File: src/rtl/keypad_scan_ctrl.sv
// 4x3 keypad scanner: strobes rows, debounces over whole scans, hands out one code per press.
// Latency: key_valid rises one clock after the scan end that accepts the key.
// Backpressure: a key accepted while key_valid=1 and key_ready=0 is dropped and sets sticky overrun.
module keypad_scan_ctrl #(
  parameter int SCAN_DIV       = 1000,
  parameter int DEBOUNCE_SCANS = 4
) (
  input  logic       clk,
  input  logic       rst_n,
  input  logic       en,
  output logic [3:0] row_drive,
  input  logic [2:0] col_in,
  output logic [3:0] key_code,
  output logic       key_valid,
  input  logic       key_ready,
  output logic       overrun,
  input  logic       ovr_clr
);

  localparam int             SW        = $clog2(SCAN_DIV);
  localparam logic [SW-1:0]  SLOT_LAST = SW'(SCAN_DIV - 1);
  localparam logic [3:0]     DB_N      = 4'(DEBOUNCE_SCANS);

  typedef enum logic [1:0] {
    ST_SCAN     = 2'd0,
    ST_DEBOUNCE = 2'd1,
    ST_HELD     = 2'd2
  } state_e;

  logic [2:0]    col_meta_q;
  logic [2:0]    col_sync_q;
  logic          active_q;
  logic [SW-1:0] slot_q;
  logic [1:0]    row_q;
  logic [3:0]    row_drive_q;
  logic [11:0]   snap_q;
  state_e        state_q;
  logic [3:0]    cand_q;
  logic [3:0]    cnt_q;
  logic [3:0]    rel_cnt_q;
  logic [3:0]    key_code_q;
  logic          key_valid_q;
  logic          overrun_q;

  logic          slot_end;
  logic          scan_end;
  logic [11:0]   snap_full;
  logic          cls_none;
  logic          cls_single;
  logic [3:0]    cls_code;
  logic          emit;

  assign row_drive = row_drive_q;
  assign key_code  = key_code_q;
  assign key_valid = key_valid_q;
  assign overrun   = overrun_q;

  // Slot end is gated by en so a dropped enable can never produce a scan end.
  assign slot_end = en && active_q && (slot_q == SLOT_LAST);
  assign scan_end = slot_end && (row_q == 2'd3);

  // Two-flop synchronizer for the asynchronous column lines.
  always_ff @(posedge clk or negedge rst_n) begin
    if (!rst_n) begin
      col_meta_q <= '0;
      col_sync_q <= '0;
    end else begin
      col_meta_q <= col_in;
      col_sync_q <= col_meta_q;
    end
  end

  // Row strobe, slot divider and per-row column snapshot.
  always_ff @(posedge clk or negedge rst_n) begin
    if (!rst_n) begin
      active_q    <= 1'b0;
      slot_q      <= '0;
      row_q       <= '0;
      row_drive_q <= '0;
      snap_q      <= '0;
    end else if (!en) begin
      active_q    <= 1'b0;
      slot_q      <= '0;
      row_q       <= '0;
      row_drive_q <= '0;
      snap_q      <= '0;
    end else if (!active_q) begin
      // First enabled edge puts row 0 on the bus; slot counting starts from here.
      active_q    <= 1'b1;
      slot_q      <= '0;
      row_q       <= '0;
      row_drive_q <= 4'b0001;
    end else if (slot_end) begin
      slot_q      <= '0;
      row_q       <= row_q + 2'd1;
      row_drive_q <= {row_drive_q[2:0], row_drive_q[3]};
      snap_q      <= snap_full;
    end else begin
      slot_q      <= slot_q + SW'(1);
    end
  end

  // Snapshot including the row being sampled now, then classify it.
  always_comb begin
    snap_full = snap_q;
    snap_full[int'(row_q) * 3 +: 3] = col_sync_q;
    cls_none   = (snap_full == 12'd0);
    cls_single = ($countones(snap_full) == 1);
    cls_code   = 4'd0;
    for (int i = 0; i < 12; i++) begin
      if (snap_full[i]) cls_code = 4'(i);
    end
  end

  // A key is accepted on the scan that completes the debounce run.
  always_comb begin
    emit = 1'b0;
    if (scan_end && cls_single) begin
      if (state_q == ST_SCAN && DB_N == 4'd1) begin
        emit = 1'b1;
      end else if (state_q == ST_DEBOUNCE && cls_code == cand_q && (cnt_q + 4'd1) == DB_N) begin
        emit = 1'b1;
      end
    end
  end

  // Debounce FSM: advances only at scan end, parks in SCAN while disabled.
  always_ff @(posedge clk or negedge rst_n) begin
    if (!rst_n) begin
      state_q   <= ST_SCAN;
      cand_q    <= '0;
      cnt_q     <= '0;
      rel_cnt_q <= '0;
    end else if (!en) begin
      state_q   <= ST_SCAN;
      cand_q    <= '0;
      cnt_q     <= '0;
      rel_cnt_q <= '0;
    end else if (scan_end) begin
      case (state_q)
        ST_SCAN: begin
          if (cls_single) begin
            cand_q <= cls_code;
            if (DB_N == 4'd1) begin
              state_q <= ST_HELD;
              cnt_q   <= '0;
            end else begin
              state_q <= ST_DEBOUNCE;
              cnt_q   <= 4'd1;
            end
          end
        end
        ST_DEBOUNCE: begin
          if (cls_single && cls_code == cand_q) begin
            if ((cnt_q + 4'd1) == DB_N) begin
              state_q   <= ST_HELD;
              cnt_q     <= '0;
              rel_cnt_q <= '0;
            end else begin
              cnt_q <= cnt_q + 4'd1;
            end
          end else begin
            state_q <= ST_SCAN;
            cnt_q   <= '0;
          end
        end
        ST_HELD: begin
          if (cls_none) begin
            if ((rel_cnt_q + 4'd1) == DB_N) begin
              rel_cnt_q <= '0;
              state_q   <= ST_SCAN;
            end else begin
              rel_cnt_q <= rel_cnt_q + 4'd1;
            end
          end else begin
            rel_cnt_q <= '0;
          end
        end
        default: begin
          state_q <= ST_SCAN;
        end
      endcase
    end
  end

  // Output handshake and sticky overrun; independent of en.
  always_ff @(posedge clk or negedge rst_n) begin
    if (!rst_n) begin
      key_code_q  <= '0;
      key_valid_q <= 1'b0;
      overrun_q   <= 1'b0;
    end else begin
      if (ovr_clr) overrun_q <= 1'b0;
      if (emit) begin
        if (!key_valid_q || key_ready) begin
          key_code_q  <= cls_code;
          key_valid_q <= 1'b1;
        end else begin
          // Drop wins over a same-cycle clear.
          overrun_q <= 1'b1;
        end
      end else if (key_valid_q && key_ready) begin
        key_valid_q <= 1'b0;
      end
    end
  end

endmodule

File: config.mk
export PLATFORM = sky130hd
export DESIGN_NAME = keypad_scan_ctrl
export DESIGN_NICKNAME = d
export VERILOG_FILES = /design/src/rtl/keypad_scan_ctrl.sv
export SDC_FILE = /design/constraint.sdc
export NUM_CORES = 1
export LEC_CHECK = 0
export BUFFER_PORTS_ARGS = -buffer_cell sky130_fd_sc_hd__buf_2
export CORE_ASPECT_RATIO = 0.8
export CORE_MARGIN = 5
export CORE_UTILIZATION = 60
export CTS_CLUSTER_SIZE = 24
export DETAILED_ROUTE_END_ITERATION = 10
export PLACE_DENSITY = 0.78
export SKIP_LAST_GASP = 1
export SYNTH_ARGS = -nofsm -noshare
export SYNTH_HDL_FRONTEND = slang
export SYNTH_SLANG_ARGS = --single-unit
File: constraint.sdc
create_clock -name clk -period 19.2 [get_ports clk]
set_clock_uncertainty 0.2 [all_clocks]
set_input_delay 0.96 -clock clk [delete_from_list [all_inputs] [get_ports clk]]
set_output_delay 0.96 -clock clk [all_outputs]
set_load 0.02 [all_outputs]
==> results.md, run 1 <==
* Post-Syn Area at 0.00347 mm²
* CP Capture Type: register
* Clock tree sinks at 55
* Layout cells sized above 1 at 11.7%
* WS Path Type: reg -> reg
* Setup-failing EPs final at 0
* Hold path startpoint: col_meta_q[0]
* Mean Syn Cell Area at 9.46 µm²
* DRT Wirelength at 7210 µm
* CP max-delay cell: dfrtp_1
* Post-synth EDFFs at 0
* Post-synthesis mux area share at 3.17%
* DR iter-0 viols at 173
* RR Startpoint: row_q[0]
* FF-to-FF setup slack at 12250 ps
* Placeable core region at 0.00553 mm²
* Pin count of the biggest net entering global routing at 56
* Kind of cell adding the most delay to the critical path: adder cells
* Initial antenna violation count at 0
* Placed Instances at 453
* Rel. slew slack at 36.6%
* I/O Buffers at 17
* Total negative slack at 0 ps
* RePlAce Congestion at 0.892
* Maximum root-to-sink buffer count at 2
* Final worst setup slack at 12250 ps
* DIE AREA at 0.00742 mm²
* Total leakage power at 1.86 nW
* Fmax at 144 MHz
* Hold WC Path Type: reg -> reg
* Top_reg_cell synth: dfrtp_1
* Dpl cell area at 0.00360 mm²
* FF-to-FF End: key_code[0]
* Post-route cell area at 0.00371 mm²
* I/O pin count at 18
* RSZ-0062 raised after global routing: false
* Grt ovf at 0
* TritonCTS clock tree: built
* Vias in the first global route at 2688
* Syn. warnings at 0
* Initial Util at 62.9%
* Max-slew violation count at 0
* Total inserted antenna cells at 0
* Clock root buffer: clkbuf_8
* Post-layout min period at 6950 ps
* CTS buffer count at 5
* Synth Area in Compound Gates at 16.2%
* Sequential share of the synthesized area at 39.6%
* Wirelength per Cell at 15.6 µm
* CP Cell Sequence: inv_1, ha_1, nor2_1, a31oi_1, inv_1, fa_1, inv_1, fa_1, fa_1, fa_1, inv_1, ha_1, inv_1, fa_1, nor2_1, a31oi_1, nor3_1, nand2_1, or4_4, and4b_1, mux2_4
* Period utilization at 36.2%
* Syn Inst Count at 367
* Power per cell area at 56.6 mW/mm²
* Worst skew pair latency at 310 ps
* Worst r2r path cells at 21
* Dpl ws at 12310 ps
* H-tree depth at 2
* Status: completed
* Final net count at 412
* Worst Hold Depth at 0
* Via count at 2707
* DRC at 0
* Final hold vios at 0
* Fraction of the mapped netlist area in simple logic gates at 23.3%
* Overall die width at 95.1 µm
* Clk slew on worst S/H paths at 100 ps
* First drt pass iteration count at 4
* CP max stage delay at 610 ps
* Tot GR Track Use at 20.9%
* Crit path DAT at 6950 ps
* CP max FO at 13
* Area grow syn2layout at 6.95%
* Utilization after layout at 67.2%
* CTS Hold Bufs at 0
* Max-cap violations at 0
* Largest family of logic cells by synthesized area: simple AND/OR/NAND/NOR gates
* Via density at 5.87
* First-pass GRT wire length at 12500 µm
* Startpoint Class: register
* Critical path buffer and inverter count at 5
* Syn Nets at 397
* Final Non-Filler Cells at 461
* Adder-cell area share of the yosys netlist at 9.44%
* Ys async rst share at 100%
* Flop and latch count out of synthesis at 55
* VDD IR max at 0.0403 mV
* ANT nets after route at 0
* End of the worst hold path: col_sync_q[0]
* Post-synthesis xor/xnor area fraction at 3.03%
* Transition time of the tightest slew-check pin at 942 ps
* Postcts setup bufs at 0
* Die Y at 78.1 µm
* Row count at 24
* CP required at 19200 ps
* Final HPWL DP at 5310 µm
* # resized after CTS at 0
* Post-synthesis cell type count at 63
[routing by layer]
metal	GRT usage (%)	part of all wire, %	vias up
met1	30.1	47	1292
met4	5.33	1.1	0
met5	0	0	-
met2	32.7	46	80
met3	3.82	5.7	11
li1	-	-	1324
[cell usage in the layout (no fill, tap or decap), drive strengths merged, types with 3 or more instances in the layout]
cell type	count
dfrtp	55
o21a	4
nand2b	6
ha	15
and2	3
or3	3
nand3b	6
a21boi	3
o31ai	3
o21ai	15
a31o	3
nor4	3
and3	4
a31oi	5
nand4	3
a21oi	6
fa	7
nor2	32
o211a	15
nand2	37
a41oi	3
xor2	6
inv	30
xnor2	6
nor3	10
buf	19
clkbuf	6
mux2i	8
nand3	23
nor2b	13
[state kept, by name, summed over array words and instances (netlist names)]
| register | cells |
|---|---|
| snap_q | 12 |
| slot_q | 10 |
| cand_q | 4 |
| cnt_q | 4 |
| key_code | 4 |
| rel_cnt_q | 4 |
| row_drive | 4 |
| col_meta_q | 3 |
| col_sync_q | 3 |
| row_q | 2 |
| state_q | 2 |
| active_q | 1 |
| key_valid | 1 |
| overrun | 1 |
[worst max-delay path by stage]
stage / from / end / slack (ps) / depth (start not counted)
final: row_q[0] / key_code[0] / 12250 / 21
after global placement: row_q[0] / key_code[0] / 12570 / 21
after floorplan: row_q[0] / key_code[0] / 13170 / 24
after CTS: row_q[0] / key_code[0] / 12260 / 21
after global routing: row_q[0] / key_code[0] / 11790 / 21
after detailed placement: row_q[0] / key_code[0] / 12310 / 21
[Yosys cell counts (2+ instances only)]
cell / instances / share of area (%)
inv_1: 26 / 2.8
xor2_1: 6 / 1.5
fa_1: 7 / 4.0
nand3_1: 23 / 3.3
nand3b_1: 6 / 1.3
inv_2: 2 / 0.22
a221oi_1: 2 / 0.50
a31o_2: 3 / 0.76
a41oi_1: 3 / 0.76
mux2i_1: 8 / 2.3
and2_1: 3 / 0.54
nor2_1: 32 / 3.5
and3_1: 3 / 0.54
nand4bb_1: 2 / 0.65
o21bai_1: 2 / 0.43
nor2b_1: 12 / 2.2
clkbuf_1: 7 / 0.76
a31oi_1: 5 / 0.90
o21ai_0: 14 / 2.0
nand4_1: 3 / 0.54
mux2_4: 2 / 0.86
nand2b_1: 6 / 1.1
o211a_1: 15 / 4.3
xnor2_1: 6 / 1.5
or3_1: 3 / 0.54
nor4_1: 3 / 0.54
ha_1: 15 / 5.4
o21a_1: 4 / 0.86
nor3_1: 10 / 1.4
nand2_1: 37 / 4.0
buf_6: 3 / 0.97
or2_2: 2 / 0.36
a21oi_1: 6 / 0.86
o31ai_1: 3 / 0.65
dfrtp_1: 55 / 40
[per-stage QoR]
stage	power, mW	hold WS (ps)
3_5_place_dp	0.135	140
4_1_cts	0.213	165
2_1_floorplan	0.129	131
6_report	0.210	161
3_3_place_gp	0.135	138
5_1_grt	0.220	177
[power breakdown]
part | internal, mW | total [mW] | switching (mW)
logic | 0.00447 | 0.0138 | 0.00933
registers | 0.117 | 0.119 | 0.00184
clock network | 0.0395 | 0.0773 | 0.0379
[kinds of logic (layout without fill, tap and decap cells)]
kind of cell	count (synthesis)	count (layout)
compound gates	74	74
fa+ha+maj	22	22
simple gates	154	154
xor+xnor	12	12
flops	55	55
mux	10	10
buf+inv	40	56
[layout make-up]
type,count,area [µm²]
Clock buffer,6,72.6
Clock inverter,2,38.8
Fill cell,489,1810
Inverter,29,111
Multi-Input combinational cell,272,1920
Sequential cell,55,1380
Tap cell,78,97.6
Timing Repair Buffer,19,100
(Power assumes the default switching activity.)
==> inputs of run 2 (changes only) <==
Clock period 19.2 ns to 7.15 ns, I/O delays scaled along.
==> run 2 against run 1 <==
Against the previous run: routed wire length rose by 1.9%; combinational power increased to 2.9 times the previous value; die area is the same; core utilization increased by 0.68 points; clock power is 140% higher; final cell count up 1.1%; flip-flop and latch count is the same; total power rose to 2.6 times the previous value; fmax rose by 3.9%; worst setup slack got worse by 12000 ps; design area increased by 1.0%; via count up 1.4%; critical path type unchanged; critical endpoint unchanged; highest routed layer unchanged.
==> results.md, run 2 (synthesis gave the netlist of run 1 again) <==
* CP Capture Type: register
* Final Non-Filler Cells at 466
* Utilization after layout at 67.9%
* Vias in the first global route at 2733
* Period utilization at 93.6%
* H-tree depth at 2
* Max-slew violation count at 0
* DIE AREA at 0.00742 mm²
* Largest register FFs at 12
* Total inserted antenna cells at 0
* Post-route cell area at 0.00375 mm²
* CTS buffer count at 5
* Wirelength per Cell at 15.8 µm
* Hold path startpoint: ovr_clr
* Placeable core region at 0.00553 mm²
* CP required at 7140 ps
* TritonCTS clock tree: built
* WS Path Type: reg -> reg
* Initial antenna violation count at 0
* RR Startpoint: row_q[0]
* DR iter-0 viols at 171
* Pin count of the biggest net entering global routing at 56
* Area grow syn2layout at 8.03%
* Initial Util at 62.9%
* I/O Buffers at 17
* CP max FO at 13
* Tot GR Track Use at 21.3%
* Clock tree sinks at 55
* Largest regs: snap_q (12), slot_q (10)
* Commonest non-fill, non-tap cells in the layout: dfrtp_1 (55), nand2_1 (37), nor2_1 (32), inv_1 (26), nand3_1 (23)
* Layout cells sized above 1 at 12.1%
* Worst skew pair latency at 310 ps
* Hold WC Path Type: in -> reg
* Clock root buffer: clkbuf_8
* First drt pass iteration count at 5
* Status: completed
* Maximum root-to-sink buffer count at 2
* Row count at 24
* Dpl cell area at 0.00361 mm²
* DRT Wirelength at 7340 µm
* Dpl ws at 588 ps
* Power per cell area at 145 mW/mm²
* End of the worst hold path: overrun
* Fmax at 149 MHz
* Final worst setup slack at 460 ps
* I/O pin count at 18
* Crit path DAT at 6680 ps
* Worst Hold Depth at 2
* RSZ-0062 raised after global routing: false
* First-pass GRT wire length at 12800 µm
* Clk slew on worst S/H paths at 100 ps
* Grt ovf at 0
* Commonest non-fill, non-tap cell in the layout: dfrtp_1
* Hold Slack at 13.9 ps
* Setup-failing EPs final at 0
* Total chip power at 0.545 mW
* Max-cap violations at 0
* Final hold vios at 0
* VDD IR max at 0.104 mV
* # resized after CTS at 0
* Via density at 5.89
* Worst r2r path cells at 22
* FF-to-FF setup slack at 460 ps
* Total negative slack at 0 ps
* Via count at 2745
* Fillers at 478
* Rel. slew slack at 37.6%
* Total leakage power at 1.88 nW
* RePlAce Congestion at 0.889
* ANT nets after route at 0
* Die Y at 78.1 µm
* Startpoint Class: register
* FF-to-FF End: key_code[0]
* Overall die width at 95.1 µm
* Largest Register: snap_q
* DRC at 0
* Final HPWL DP at 5360 µm
* Final net count at 417
* Post-layout min period at 6690 ps
* Transition time of the tightest slew-check pin at 928 ps
* Placed Instances at 454
==> run 2: changes by cell type in the layout (fill, tap and decap cells not counted), sizes merged <==
cell / previous run / this run
clkinvlp: 0 / 1
buf: 19 / 20
bufinv: 1 / 0
dlygate4sd3: 0 / 4
==> run 2: report_power, final <==
group | switching (mW) | internal, mW
Combinational | 0.0258 | 0.0146
Clock | 0.104 | 0.0811
Sequential | 0.00507 | 0.315
Total | 0.135 | 0.411
==> run 2: final cells by class <==
type                    count  area (µm²)  share of cell area [%]
multi-input cells         272        1920                    51.1
clock inverters             2        18.8                   0.500
inverters                  29         111                    2.97
flip-flops and latches     55        1380                    36.7
repair buffers             24         148                    3.93
clock buffers               6        82.6                    2.20
well taps                  78        97.6                    2.60
==> run 2: metal layers <==
metal	GRT usage [%]	vias to the layer above	part of all wire (%)
li1	-	1333	-
met1	30.7	1328	48
met2	33.5	76	46
met3	3.63	8	4.8
met4	5.04	0	1.1
met5	0	-	0
==> run 2: what timing repair did <==
action / in CTS / in global routing
endpoints found under the hold margin: 58 / 0
hold buffers: 4 / 0
buffers inserted: 0 / 0
==> run 2: critical path, stage by stage (launching register included) <==
cell and delay (ps):
dfrtp_1 630, inv_1 220, ha_1 600, nor2_1 120
a31oi_1 300, inv_1 90, fa_1 500, inv_1 60
fa_1 460, fa_1 510, fa_1 410, inv_1 70
ha_1 160, inv_1 60, fa_1 370, nor2_1 100
a31oi_1 90, nor3_1 190, buf_4 180, nand2_1 60
or4_4 460, and4b_1 420, mux2_4 330
==> run 2: how the worst max path moves through the flow <==
stage	start	depth (start not counted)	slack (ps)	endpoint
detailed placement	row_q[0]	22	590	key_code[0]
global placement	row_q[0]	22	800	key_code[0]
CTS	row_q[0]	22	490	key_code[0]
global route	row_q[0]	22	110	key_code[0]
floorplan	row_q[0]	24	1120	key_code[0]
finish	row_q[0]	22	460	key_code[0]
==> inputs of run 3 (changes only) <==
Settings changed: CORE_MARGIN 5 to not set, PLACE_DENSITY 0.78 to 0.84.
==> run 3 against run 2 <==
Against the previous run: clock power down 5%; die area down 18%; register-to-register slack better by 30 ps; largest power group unchanged; sequential share of layout area up 0.13 points; critical path depth unchanged; routed wire length down 2.3%; combinational power down 2%; first-iteration DRC count up 88%; fmax up 0.52%; highest routed layer unchanged.
==> results.md, run 3 (synthesis gave the netlist of run 1 again) <==
* Fmax at 150 MHz
* Total negative slack at 0 ps
* Final HPWL DP at 5210 µm
* Layout cells sized above 1 at 12.1%
* TritonCTS clock tree: built
* Clk slew on worst S/H paths at 100 ps
* Largest Register: snap_q
* CP Capture Type: register
* WS Path Type: reg -> reg
* Hold WC Path Type: in -> reg
* Via density at 5.92
* Final hold vios at 0
* Final net count at 417
* Fillers at 480
* Transition time of the tightest slew-check pin at 805 ps
* Utilization after layout at 67.7%
* CTS buffer count at 5
* End of the worst hold path: overrun
* Crit path DAT at 6660 ps
* First drt pass iteration count at 5
* I/O Buffers at 17
* Hold path startpoint: ovr_clr
* Largest register FFs at 12
* Dpl ws at 539 ps
* Worst r2r path cells at 22
* Initial Util at 62.9%
* Pin count of the biggest net entering global routing at 56
* Largest regs: snap_q (12), slot_q (10)
* Startpoint Class: register
* Commonest non-fill, non-tap cell in the layout: dfrtp_1
* Overall die width at 87.1 µm
* Tot GR Track Use at 25.8%
* ANT nets after route at 0
* Grt ovf at 0
* First-pass GRT wire length at 12200 µm
* RSZ-0062 raised after global routing: false
* Wirelength per Cell at 15.4 µm
* FF-to-FF setup slack at 490 ps
* CP max FO at 13
* RR Startpoint: row_q[0]
* Power per cell area at 143 mW/mm²
* Row count at 24
* Area grow syn2layout at 7.64%
* # resized after CTS at 0
* Initial antenna violation count at 0
* Total leakage power at 1.87 nW
* Maximum root-to-sink buffer count at 2
* Final worst setup slack at 495 ps
* H-tree depth at 2
* Setup-failing EPs final at 0
* Status: completed
* CP required at 7150 ps
* DRT Wirelength at 7170 µm
* Hold Slack at 24.9 ps
* Total inserted antenna cells at 0
* VDD IR max at 0.138 mV
* Die Y at 70.1 µm
* Worst skew pair latency at 320 ps
* Max-cap violations at 0
* RePlAce Congestion at 0.851
* Post-layout min period at 6660 ps
* I/O pin count at 18
* Vias in the first global route at 2574
* Post-route cell area at 0.00374 mm²
* DIE AREA at 0.00610 mm²
* Commonest non-fill, non-tap cells in the layout: dfrtp_1 (55), nand2_1 (37), nor2_1 (32), inv_1 (26), nand3_1 (23)
* DR iter-0 viols at 322
* Dpl cell area at 0.00361 mm²
* Via count at 2758
* DRC at 0
* Placeable core region at 0.00553 mm²
* Clock tree sinks at 55
* Period utilization at 93.1%
* FF-to-FF End: key_code[3]
* Rel. slew slack at 45.8%
* Clock root buffer: clkbuf_8
* Max-slew violation count at 0
* Worst Hold Depth at 2
run 3: area by class of cell:
class                      instances  area, µm²  share of cell area [%]
clock inverter                     3       18.8                   0.502
multi-input combinational        272       1920                    51.3
sequential                        55       1380                    36.8
inverter                          29        111                    2.98
clock buffer                       5       68.8                    1.84
timing repair buffer              24        148                    3.95
tap                               78       97.6                    2.61
run 3: how the worst max path moves through the flow:
stage | from | endpoint | slack [ps]
floorplan | row_q[0] | key_code[0] | 1120
global placement | row_q[0] | key_code[0] | 830
detailed placement | row_q[0] | key_code[3] | 540
CTS | row_q[0] | key_code[3] | 520
global route | row_q[0] | key_code[3] | 80
finish | row_q[0] | key_code[3] | 490
run 3: worst max-delay path, stage by stage (launching register included):
cell       delay [ps]
dfrtp_1           620
inv_1             220
ha_1              600
nand4bb_1         200
and2_1            200
inv_1              80
fa_1              500
inv_1              50
fa_1              470
fa_1              510
fa_1              410
inv_1              60
ha_1              160
inv_1              60
fa_1              370
nor2_1            110
a31oi_1            90
nor3_1            180
buf_4             170
nand2_1            60
or4_4             460
and4b_1           430
mux2_4            330
run 3: metal layers:
| layer | part of all wire (%) | vias to the layer above | GRT usage [%] |
|---|---|---|---|
| li1 | - | 1332 | - |
| met1 | 47 | 1336 | 37.8 |
| met2 | 46 | 80 | 38.8 |
| met3 | 5.5 | 10 | 5.56 |
| met4 | 1.5 | 0 | 6.85 |
| met5 | 0 | - | 0 |
run 3: timing repair:
item,in CTS,in global routing
hold buffers,4,0
endpoints found under the hold margin,47,0
endpoints found under the setup margin,0,0
setup buffers,0,0
run 3: through the flow:
| stage | std cells | power [mW] |
|---|---|---|
| global placement | 454 | 0.363 |
| CTS | 466 | 0.536 |
| detailed placement | 454 | 0.364 |
| floorplan | 367 | 0.347 |
| finish | 466 | 0.534 |
| global route | 466 | 0.554 |
run 3: report_power, final:
| group | switching (mW) | total [mW] | internal, mW |
|---|---|---|---|
| clock | 0.105 | 0.175 | 0.0692 |
| sequential | 0.00501 | 0.320 | 0.315 |
| combinational | 0.0251 | 0.0395 | 0.0145 |
| total | 0.135 | 0.534 | 0.399 |
